## src/rtl/multiciclo_control_pkg.sv

```systemverilog
// Shared encodings for the multicycle RV32I controller: opcodes, ULA op codes,
// mux-select codes, FSM state encoding and the bundled control word.
package multiciclo_control_pkg;

    localparam int STATE_W = 4;

    // Major opcodes (IR[6:0])
    localparam logic [6:0] OP_R_TYPE = 7'b0110011;
    localparam logic [6:0] OP_I_TYPE = 7'b0010011;
    localparam logic [6:0] OP_LOAD   = 7'b0000011;
    localparam logic [6:0] OP_STORE  = 7'b0100011;
    localparam logic [6:0] OP_BRANCH = 7'b1100011;
    localparam logic [6:0] OP_JAL    = 7'b1101111;
    localparam logic [6:0] OP_JALR   = 7'b1100111;
    localparam logic [6:0] OP_LUI    = 7'b0110111;
    localparam logic [6:0] OP_AUIPC  = 7'b0010111;

    // Branch funct3 codes
    localparam logic [2:0] F3_BEQ  = 3'b000;
    localparam logic [2:0] F3_BNE  = 3'b001;
    localparam logic [2:0] F3_BLT  = 3'b100;
    localparam logic [2:0] F3_BGE  = 3'b101;
    localparam logic [2:0] F3_BLTU = 3'b110;
    localparam logic [2:0] F3_BGEU = 3'b111;

    // ula_op codes consumed by ula_control
    localparam logic [2:0] ULA_ADD   = 3'b000;
    localparam logic [2:0] ULA_SUB   = 3'b001;
    localparam logic [2:0] ULA_RTYPE = 3'b010;
    localparam logic [2:0] ULA_ITYPE = 3'b011;
    localparam logic [2:0] ULA_LUI   = 3'b100;

    // Mux-select codes
    localparam logic [1:0] SRC_A_PC     = 2'b00;
    localparam logic [1:0] SRC_A_RS1    = 2'b01;
    localparam logic [1:0] SRC_A_OLD_PC = 2'b10;
    localparam logic [1:0] SRC_A_ZERO   = 2'b11;

    localparam logic [1:0] SRC_B_RS2  = 2'b00;
    localparam logic [1:0] SRC_B_FOUR = 2'b01;
    localparam logic [1:0] SRC_B_IMM  = 2'b10;

    localparam logic [1:0] PC_SRC_ULA    = 2'b00;
    localparam logic [1:0] PC_SRC_ALUOUT = 2'b01;
    localparam logic [1:0] PC_SRC_JALR   = 2'b10;

    localparam logic [1:0] WB_ALUOUT = 2'b00;
    localparam logic [1:0] WB_MDR    = 2'b01;
    localparam logic [1:0] WB_PC     = 2'b10;

    typedef enum logic [STATE_W-1:0] {
        S_RST,
        S_FETCH,
        S_DECODE,
        S_EXEC_R,
        S_EXEC_I,
        S_LUI,
        S_AUIPC,
        S_WB_ALU,
        S_ADDR,
        S_MEM_RD,
        S_MEM_WB,
        S_MEM_WR,
        S_BRANCH,
        S_JAL,
        S_JALR,
        S_TRAP
    } state_t;

    typedef struct packed {
        logic       mem_read;
        logic       mem_write;
        logic       i_or_d;
        logic       ir_write;
        logic       pc_write;
        logic [1:0] pc_src;
        logic       reg_write;
        logic [1:0] mem_to_reg;
        logic [1:0] ula_src_a;
        logic [1:0] ula_src_b;
        logic [2:0] ula_op;
        logic       instr_done;
        logic       illegal;
    } ctrl_t;

    // Dispatch target out of DECODE; unknown opcodes park the core in TRAP.
    function automatic state_t decode_opcode(input logic [6:0] opcode);
        state_t s;
        case (opcode)
            OP_R_TYPE:          s = S_EXEC_R;
            OP_I_TYPE:          s = S_EXEC_I;
            OP_LOAD, OP_STORE:  s = S_ADDR;
            OP_BRANCH:          s = S_BRANCH;
            OP_JAL:             s = S_JAL;
            OP_JALR:            s = S_JALR;
            OP_LUI:             s = S_LUI;
            OP_AUIPC:           s = S_AUIPC;
            default:            s = S_TRAP;
        endcase
        return s;
    endfunction

endpackage

```

## src/rtl/multiciclo_control_if.sv

```systemverilog
// Controller <-> datapath bundle: instruction fields and flags in, control strobes out.
interface multiciclo_control_if;
    import multiciclo_control_pkg::*;

    logic [6:0] opcode;
    logic [2:0] funct3;
    logic       zero;
    logic       lt;
    logic       ltu;
    logic       mem_ready;

    logic       mem_read;
    logic       mem_write;
    logic       i_or_d;
    logic       ir_write;
    logic       pc_write;
    logic [1:0] pc_src;
    logic       reg_write;
    logic [1:0] mem_to_reg;
    logic [1:0] ula_src_a;
    logic [1:0] ula_src_b;
    logic [2:0] ula_op;
    logic       instr_done;
    logic       illegal;

    modport master (
        input  opcode, funct3, zero, lt, ltu, mem_ready,
        output mem_read, mem_write, i_or_d, ir_write, pc_write, pc_src,
               reg_write, mem_to_reg, ula_src_a, ula_src_b, ula_op,
               instr_done, illegal
    );

    modport slave (
        output opcode, funct3, zero, lt, ltu, mem_ready,
        input  mem_read, mem_write, i_or_d, ir_write, pc_write, pc_src,
               reg_write, mem_to_reg, ula_src_a, ula_src_b, ula_op,
               instr_done, illegal
    );

endinterface

```

## src/rtl/multiciclo_control_branch_cond.sv

```systemverilog
// Branch resolution from comparator flags; funct3 010/011 are reserved and flagged.
module multiciclo_control_branch_cond
    import multiciclo_control_pkg::*;
(
    input  logic [2:0] funct3,
    input  logic       zero,
    input  logic       lt,
    input  logic       ltu,
    output logic       taken,
    output logic       bad_f3
);

    always_comb begin
        taken  = 1'b0;
        bad_f3 = 1'b0;
        case (funct3)
            F3_BEQ:  taken = zero;
            F3_BNE:  taken = ~zero;
            F3_BLT:  taken = lt;
            F3_BGE:  taken = ~lt;
            F3_BLTU: taken = ltu;
            F3_BGEU: taken = ~ltu;
            default: bad_f3 = 1'b1;
        endcase
    end

endmodule

```

## src/rtl/multiciclo_control.sv

```systemverilog
// Multicycle RV32I control FSM: state register, next-state logic and a state-decoded
// control word (with a few input-qualified strobes on memory and branch cycles).
module multiciclo_control
    import multiciclo_control_pkg::*;
(
    input  logic                 clk,
    input  logic                 rst_n,
    multiciclo_control_if.master bus
);

    state_t state_reg;
    state_t state_next;
    ctrl_t  ctrl;
    logic   br_taken;
    logic   br_bad_f3;

    multiciclo_control_branch_cond u_branch_cond (
        .funct3 (bus.funct3),
        .zero   (bus.zero),
        .lt     (bus.lt),
        .ltu    (bus.ltu),
        .taken  (br_taken),
        .bad_f3 (br_bad_f3)
    );

    always_ff @(posedge clk or negedge rst_n) begin
        if (!rst_n) begin
            state_reg <= S_RST;
        end else begin
            state_reg <= state_next;
        end
    end

    always_comb begin
        state_next = state_reg;
        case (state_reg)
            S_RST:    state_next = S_FETCH;
            S_FETCH:  if (bus.mem_ready) state_next = S_DECODE;
            S_DECODE: state_next = decode_opcode(bus.opcode);
            S_EXEC_R,
            S_EXEC_I,
            S_LUI,
            S_AUIPC:  state_next = S_WB_ALU;
            S_WB_ALU: state_next = S_FETCH;
            // Loads and stores differ only in opcode bit 5.
            S_ADDR:   state_next = bus.opcode[5] ? S_MEM_WR : S_MEM_RD;
            S_MEM_RD: if (bus.mem_ready) state_next = S_MEM_WB;
            S_MEM_WB: state_next = S_FETCH;
            S_MEM_WR: if (bus.mem_ready) state_next = S_FETCH;
            S_BRANCH: state_next = br_bad_f3 ? S_TRAP : S_FETCH;
            S_JAL,
            S_JALR:   state_next = S_FETCH;
            S_TRAP:   state_next = S_TRAP;
            default:  state_next = S_TRAP;
        endcase
    end

    always_comb begin
        ctrl = '0;
        case (state_reg)
            S_FETCH: begin
                ctrl.mem_read  = 1'b1;
                ctrl.i_or_d    = 1'b0;
                ctrl.ula_src_a = SRC_A_PC;
                ctrl.ula_src_b = SRC_B_FOUR;
                ctrl.ula_op    = ULA_ADD;
                ctrl.pc_src    = PC_SRC_ULA;
                ctrl.ir_write  = bus.mem_ready;
                ctrl.pc_write  = bus.mem_ready;
            end
            // Precompute the PC-relative target into ALUOut for branches and JAL.
            S_DECODE, S_AUIPC: begin
                ctrl.ula_src_a = SRC_A_OLD_PC;
                ctrl.ula_src_b = SRC_B_IMM;
                ctrl.ula_op    = ULA_ADD;
            end
            S_EXEC_R: begin
                ctrl.ula_src_a = SRC_A_RS1;
                ctrl.ula_src_b = SRC_B_RS2;
                ctrl.ula_op    = ULA_RTYPE;
            end
            S_EXEC_I: begin
                ctrl.ula_src_a = SRC_A_RS1;
                ctrl.ula_src_b = SRC_B_IMM;
                ctrl.ula_op    = ULA_ITYPE;
            end
            S_LUI: begin
                ctrl.ula_src_a = SRC_A_ZERO;
                ctrl.ula_src_b = SRC_B_IMM;
                ctrl.ula_op    = ULA_LUI;
            end
            S_WB_ALU: begin
                ctrl.reg_write  = 1'b1;
                ctrl.mem_to_reg = WB_ALUOUT;
                ctrl.instr_done = 1'b1;
            end
            S_ADDR: begin
                ctrl.ula_src_a = SRC_A_RS1;
                ctrl.ula_src_b = SRC_B_IMM;
                ctrl.ula_op    = ULA_ADD;
            end
            S_MEM_RD: begin
                ctrl.mem_read = 1'b1;
                ctrl.i_or_d   = 1'b1;
            end
            S_MEM_WB: begin
                ctrl.reg_write  = 1'b1;
                ctrl.mem_to_reg = WB_MDR;
                ctrl.instr_done = 1'b1;
            end
            S_MEM_WR: begin
                ctrl.mem_write  = 1'b1;
                ctrl.i_or_d     = 1'b1;
                ctrl.instr_done = bus.mem_ready;
            end
            // A reserved funct3 must not retire or redirect; it falls into TRAP.
            S_BRANCH: begin
                ctrl.ula_src_a  = SRC_A_RS1;
                ctrl.ula_src_b  = SRC_B_RS2;
                ctrl.ula_op     = ULA_SUB;
                ctrl.pc_src     = PC_SRC_ALUOUT;
                ctrl.pc_write   = br_taken & ~br_bad_f3;
                ctrl.instr_done = ~br_bad_f3;
            end
            S_JAL: begin
                ctrl.reg_write  = 1'b1;
                ctrl.mem_to_reg = WB_PC;
                ctrl.pc_write   = 1'b1;
                ctrl.pc_src     = PC_SRC_ALUOUT;
                ctrl.instr_done = 1'b1;
            end
            // rd takes the pre-edge PC (already PC+4) while the PC loads rs1+imm.
            S_JALR: begin
                ctrl.ula_src_a  = SRC_A_RS1;
                ctrl.ula_src_b  = SRC_B_IMM;
                ctrl.ula_op     = ULA_ADD;
                ctrl.reg_write  = 1'b1;
                ctrl.mem_to_reg = WB_PC;
                ctrl.pc_write   = 1'b1;
                ctrl.pc_src     = PC_SRC_JALR;
                ctrl.instr_done = 1'b1;
            end
            S_TRAP: begin
                ctrl.illegal = 1'b1;
            end
            default: ctrl = '0;
        endcase
    end

    assign bus.mem_read   = ctrl.mem_read;
    assign bus.mem_write  = ctrl.mem_write;
    assign bus.i_or_d     = ctrl.i_or_d;
    assign bus.ir_write   = ctrl.ir_write;
    assign bus.pc_write   = ctrl.pc_write;
    assign bus.pc_src     = ctrl.pc_src;
    assign bus.reg_write  = ctrl.reg_write;
    assign bus.mem_to_reg = ctrl.mem_to_reg;
    assign bus.ula_src_a  = ctrl.ula_src_a;
    assign bus.ula_src_b  = ctrl.ula_src_b;
    assign bus.ula_op     = ctrl.ula_op;
    assign bus.instr_done = ctrl.instr_done;
    assign bus.illegal    = ctrl.illegal;

endmodule
```

## src/flat_wrapper.sv

```systemverilog
// flat-port wrapper written by rule: the top's interface ports become plain ports
module multiciclo_control_flat import multiciclo_control_pkg::*;
  (clk, rst_n, bus_opcode, bus_funct3, bus_zero, bus_lt, bus_ltu, bus_mem_ready, bus_mem_read, bus_mem_write, bus_i_or_d, bus_ir_write, bus_pc_write, bus_pc_src, bus_reg_write, bus_mem_to_reg, bus_ula_src_a, bus_ula_src_b, bus_ula_op, bus_instr_done, bus_illegal);
  multiciclo_control_if bus_i ();
  input  logic clk;
  input  logic rst_n;
  input wire logic [$bits(bus_i.opcode)-1:0] bus_opcode;
  input wire logic [$bits(bus_i.funct3)-1:0] bus_funct3;
  input wire logic [$bits(bus_i.zero)-1:0] bus_zero;
  input wire logic [$bits(bus_i.lt)-1:0] bus_lt;
  input wire logic [$bits(bus_i.ltu)-1:0] bus_ltu;
  input wire logic [$bits(bus_i.mem_ready)-1:0] bus_mem_ready;
  output wire logic [$bits(bus_i.mem_read)-1:0] bus_mem_read;
  output wire logic [$bits(bus_i.mem_write)-1:0] bus_mem_write;
  output wire logic [$bits(bus_i.i_or_d)-1:0] bus_i_or_d;
  output wire logic [$bits(bus_i.ir_write)-1:0] bus_ir_write;
  output wire logic [$bits(bus_i.pc_write)-1:0] bus_pc_write;
  output wire logic [$bits(bus_i.pc_src)-1:0] bus_pc_src;
  output wire logic [$bits(bus_i.reg_write)-1:0] bus_reg_write;
  output wire logic [$bits(bus_i.mem_to_reg)-1:0] bus_mem_to_reg;
  output wire logic [$bits(bus_i.ula_src_a)-1:0] bus_ula_src_a;
  output wire logic [$bits(bus_i.ula_src_b)-1:0] bus_ula_src_b;
  output wire logic [$bits(bus_i.ula_op)-1:0] bus_ula_op;
  output wire logic [$bits(bus_i.instr_done)-1:0] bus_instr_done;
  output wire logic [$bits(bus_i.illegal)-1:0] bus_illegal;
  assign bus_i.opcode = bus_opcode;
  assign bus_i.funct3 = bus_funct3;
  assign bus_i.zero = bus_zero;
  assign bus_i.lt = bus_lt;
  assign bus_i.ltu = bus_ltu;
  assign bus_i.mem_ready = bus_mem_ready;
  assign bus_mem_read = bus_i.mem_read;
  assign bus_mem_write = bus_i.mem_write;
  assign bus_i_or_d = bus_i.i_or_d;
  assign bus_ir_write = bus_i.ir_write;
  assign bus_pc_write = bus_i.pc_write;
  assign bus_pc_src = bus_i.pc_src;
  assign bus_reg_write = bus_i.reg_write;
  assign bus_mem_to_reg = bus_i.mem_to_reg;
  assign bus_ula_src_a = bus_i.ula_src_a;
  assign bus_ula_src_b = bus_i.ula_src_b;
  assign bus_ula_op = bus_i.ula_op;
  assign bus_instr_done = bus_i.instr_done;
  assign bus_illegal = bus_i.illegal;
  multiciclo_control u_core (.clk(clk), .rst_n(rst_n), .bus(bus_i));
endmodule
```

## config.mk

```make
export PLATFORM = sky130hd
export DESIGN_NAME = multiciclo_control_flat
export DESIGN_NICKNAME = d
export VERILOG_FILES = /design/src/rtl/multiciclo_control_pkg.sv /design/src/rtl/multiciclo_control_if.sv /design/src/rtl/multiciclo_control_branch_cond.sv /design/src/rtl/multiciclo_control.sv /design/src/flat_wrapper.sv
export SDC_FILE = /design/constraint.sdc
export NUM_CORES = 1
export LEC_CHECK = 0
export CAP_MARGIN = 20
export CORE_ASPECT_RATIO = 1.2
export CORE_MARGIN = 10
export CORE_UTILIZATION = 39
export DETAILED_ROUTE_END_ITERATION = 8
export PLACE_DENSITY = 0.82
export SETUP_SLACK_MARGIN = 0.1
export SYNTH_ARGS = -nofsm -noshare
export SYNTH_HDL_FRONTEND = slang
export SYNTH_SLANG_ARGS = --single-unit
```

## constraint.sdc

```tcl
create_clock -name clk -period 1.65 [get_ports clk]
set_input_delay 0.33 -clock clk [delete_from_list [all_inputs] [get_ports clk]]
set_output_delay 0.33 -clock clk [all_outputs]
set_load 0.01 [all_outputs]
```

* Yosys cells after proc, flatten, opt, wreduce, memory -nomap -nowiden
Index checks and enable logic that the tools add are counted.
Word-level totals: register bits after elaboration 4, input port bits 16, output and inout port bits 19
Cells by class: eq/ne operators 32, reduce and logical (&&, ||, !) cells 13, bitwise logic cells 4, mux-type cells 17
Operator list (number):
- 7-bit case mux with 7 select lines | 1
- 4-bit case mux with 9 select lines | 1
- 4-bit equality test, second input constant | 8
- 4-bit case mux with 8 select lines | 1
- 7-bit by 6-bit equality test with 1-bit output, second input constant | 3
- 7-bit equality test, second input constant | 3
- 4-bit by 3-bit equality test with 1-bit output, second input constant | 4
- 4-bit two-way mux | 4
- 7-bit by 5-bit equality test with 1-bit output, second input constant | 2
- 3-bit equality test, second input constant | 4
- 3-bit case mux with 4 select lines | 1
- 2-bit OR reduction | 6
- 3-bit case mux with 3 select lines | 1
- 4-bit by 2-bit equality test with 1-bit output, second input constant | 2
- 4-bit OR reduction | 2
- 7-bit by 2-bit equality test with 1-bit output, second input constant | 1
- 2-bit != test, second input constant | 3
- 1-bit case mux with 6 select lines | 1
- 6-bit OR reduction | 1
- 1-bit two-way mux | 5
- 5-bit OR reduction | 1
- 4-bit by 1-bit equality test with 1-bit output, second input constant | 1
- 4-bit logical NOT | 1
- 3-bit by 1-bit equality test with 1-bit output, second input constant | 1
- other kinds (6) | 8

* Logic depth before layout (Yosys ltp)
word-level depth 4, gate-level depth with buffers 6

* By module
A second synthesis with hierarchy kept.
Second synthesis, totals: cells, all modules 92, area, all modules 629.4 µm²
Modules (own cells, without submodules):
- multiciclo_control | instances 1, cells an instance 86, area each 583.1 µm²
- multiciclo_control_branch_cond | instances 1, cells an instance 6, area each 46.3 µm²

* Worst setup path before layout
OpenSTA, ideal clock, no wires.
path kind flip-flop to output port, start point register u_core.state_reg[2], end point output port bus_ir_write, arrival 1134 ps, setup slack 186 ps, buffers on the path 2, stages on the path, launching flop included 4, data required time 1320 ps, cells stage by stage dfrtp_1 buf_2 buf_2 nor4_1
Between the ends: word-level cells in the longest chain between the ends 2
RTL lines:
- from (decl) | RTL line multiciclo_control.sv:11 | state_t state_reg;
- from (signal assigned) | RTL line multiciclo_control.sv:30 | state_reg <= state_next;
- 4-bit by 1-bit equality test with 1-bit output | RTL line multiciclo_control.sv:60 | case (state_reg)
- 1-bit two-way mux | RTL line multiciclo_control.sv:60
- to (decl) | RTL line flat_wrapper.sv:16 | output wire logic [$bits(bus_i.ir_write)-1:0] bus_ir_write;
No other way between the ends.

* Worst setup path in the final report
start point register u_core.state_reg[1], end point output port bus_instr_done
Between the ends: word-level cells in the longest chain between the ends 3
RTL lines:
- 4-bit by 3-bit equality test with 1-bit output or 4-bit equality test (tied branches) | RTL line multiciclo_control.sv:60
- 4-bit OR reduction (no line)
- 1-bit case mux with 3 select lines (*) | RTL line multiciclo_control.sv:60
- to (decl) | RTL line flat_wrapper.sv:24 | output wire logic [$bits(bus_i.instr_done)-1:0] bus_instr_done;
Mark *: on every way between the ends. The rest lies on a longest branch, timed or not.

==> flow_summary.json <==
{
  "layout.cells.non_filler": 201,
  "mostFrequentLayoutCell": "buf_4",
  "gr-total-overflow": 0,
  "layout.nets": 201,
  "dp.cells": 173,
  "p_leak_uw": 0.000799,
  "port_buffers": 34,
  "ant_nets": 0,
  "tns_ps": -2190,
  "status": "complete, but fails checks",
  "worst_slack_ps": -217,
  "die_h_um": 65.5,
  "skew_ps": 1.11,
  "die_area_um2": 3790,
  "slew_headroom_pct": 75.5,
  "antenna_found_initial": 0,
  "synthFlopType": "dfrtp_1",
  "tightest_slew_ps": 364,
  "netlist_instances": 102,
  "clk_pin_slew_ps": 40,
  "grt_pass1_vias": 1153,
  "ys_async_sr_fraction_pct": 100,
  "max_clock_freq_mhz": 536,
  "routed_wl_mm": 4.60,
  "track_usage_pct": 17.2,
  "via_per_inst": 6.28,
  "routabilityCongestion": 0.895,
  "cts_tree": "yes",
  "seq_area_frac_synth_pct": 14.9,
  "drc_errors": 0,
  "timing.hold.ws_ps": 292,
  "failed_checks": "setup timing",
  "drt_iter0_drc": 97,
  "initial_utilization_pct": 40.9,
  "cts_buffers": 3,
  "syn-num-nets": 118,
  "synthesis.area_um2": 672,
  "clock_sinks": 4,
  "synth_seq_cells": 4,
  "die_w_um": 57.9,
  "pre_cts_ws_ps": -638,
  "mostFrequentLayoutCells": "42 x buf_4, 17 x buf_2, 12 x buf_6",
  "wire_per_inst_um": 22.9,
  "finalSetupViolations": 21,
  "grt_pass1_wl_mm": 5.46,
  "syn_avg_cell_area_um2": 6.59,
  "htree_levels": 1,
  "routed-via-count": 1263,
  "core_area_um2": 1640,
  "cts-root-buf": "clkbuf_4",
  "post-route-period-util_pct": 113,
  "ff2ff_setup_slack_ps": -140,
  "largest_reg_flops": 4,
  "synth_warnings": 0,
  "grt_start_max_net_pins": 8,
  "first_pass_iters": 4,
  "vdd_drop_max_mv": 1.51,
  "max_cap_viol_count": 0,
  "period_needed_ps": 1870,
  "clk_latency_ps": 240,
  "power_uw": 3090,
  "critPathArrivalTime_ps": 1540,
  "synth_edf_count": 0,
  "yosysUniqueCellTypes": 36,
  "slew_violations": 0,
  "pin_count": 35,
  "rows": 16,
  "start_kind": "register",
  "drive_gt1_share_pct": 60.7,
  "syn2layout_area_growth_pct": 133,
  "dp_hpwl_mm": 2.17,
  "crit_fanout": 6,
  "p_per_area_nw_per_um2": 1970,
  "critPathRequiredTime_ps": 1320,
  "rsz0062_at_grt": "true",
  "cts_hold_buf": 0,
  "hold_violations": 0,
  "hp-class": "in -> async",
  "critical_path_class": "reg -> out",
  "antenna_cells": 0,
  "cts_buffer_depth": 2,
  "cp-end-kind": "output pin"
}
metrics by stage:
step / area [µm²] / util (%)
after floorplan: 672 / -
after global placement: 1200 / 73.0
after detailed placement: 1200 / 73.0
after CTS: 1370 / 83.5
after global routing: 1570 / 95.4
final: 1570 / 95.4
cell type report:
type	count	area, µm²
clock buffer	3	22.5
fill	42	76.3
inverter	5	23.8
multi-input combinational	85	699
sequential	4	105
tap	18	22.5
timing repair buffer	86	692
what timing repair did:
action | CTS | global route
buffers inserted | 16 | 10
endpoints found under the setup margin | 21 | 23
pin swaps | 8 | 10
gates resized for setup | 120 | 28
final timing paths:
path                                       end                start  depth (start not counted)
max                             bus_instr_done  u_core.state_reg[1]                          5
min                        u_core.state_reg[3]                rst_n                          1
max reg2reg                u_core.state_reg[1]  u_core.state_reg[1]                          7
min reg2reg                u_core.state_reg[3]  u_core.state_reg[3]                          3
max in group asynchronous  u_core.state_reg[1]                rst_n                          1
min in group clk           u_core.state_reg[2]        bus_opcode[6]                          4
cell families after synthesis:
family | share of synthesized area [%]
AND/OR/NAND/NOR | 40.2
flip-flops | 14.9
XOR/XNOR | 2.61
AO/OA/AOI/OAI | 32.2
buffers and inverters | 8.57
multiplexers | 1.49
layer usage:
layer	wire [µm]	vias up	global-route usage, %	share of wire [%]
met5	0	-	0	0
li1	-	533	-	-
met4	253	0	7.06	5.5
met3	493	29	3.08	11
met2	2260	123	30.0	49
met1	1590	578	19.8	35
critical path, cell delays in order, from the launching register on:
cell     delay, ps
dfrtp_2        460
buf_6          150
and3b_1        170
a21o_1         160
a32o_1         210
buf_2          140
report_power, final:
part	internal [µW]	switching [µW]
combinational	1340	1370
sequential	155	101
clock	81.4	40.9
Yosys cell counts, types with 2 or more instances:
| cell | number | area (µm²) |
|---|---|---|
| nor3_1 | 6 | 30.0 |
| o22ai_1 | 2 | 12.5 |
| nand2b_1 | 5 | 31.3 |
| nand3_1 | 3 | 15.0 |
| xor2_1 | 2 | 17.5 |
| nor4_1 | 2 | 12.5 |
| inv_1 | 5 | 18.8 |
| nor2_1 | 16 | 60.1 |
| a21oi_1 | 8 | 40.0 |
| dfrtp_1 | 4 | 100 |
| a21o_1 | 2 | 15.0 |
| a31oi_1 | 2 | 12.5 |
| buf_2 | 7 | 35.0 |
| nor2b_1 | 4 | 25.0 |
| o31ai_1 | 3 | 22.5 |
| nand2_1 | 7 | 26.3 |
| o21ai_0 | 4 | 20.0 |
| o21ai_1 | 2 | 10.0 |
Note: power is estimated with default switching activity, not from simulation.
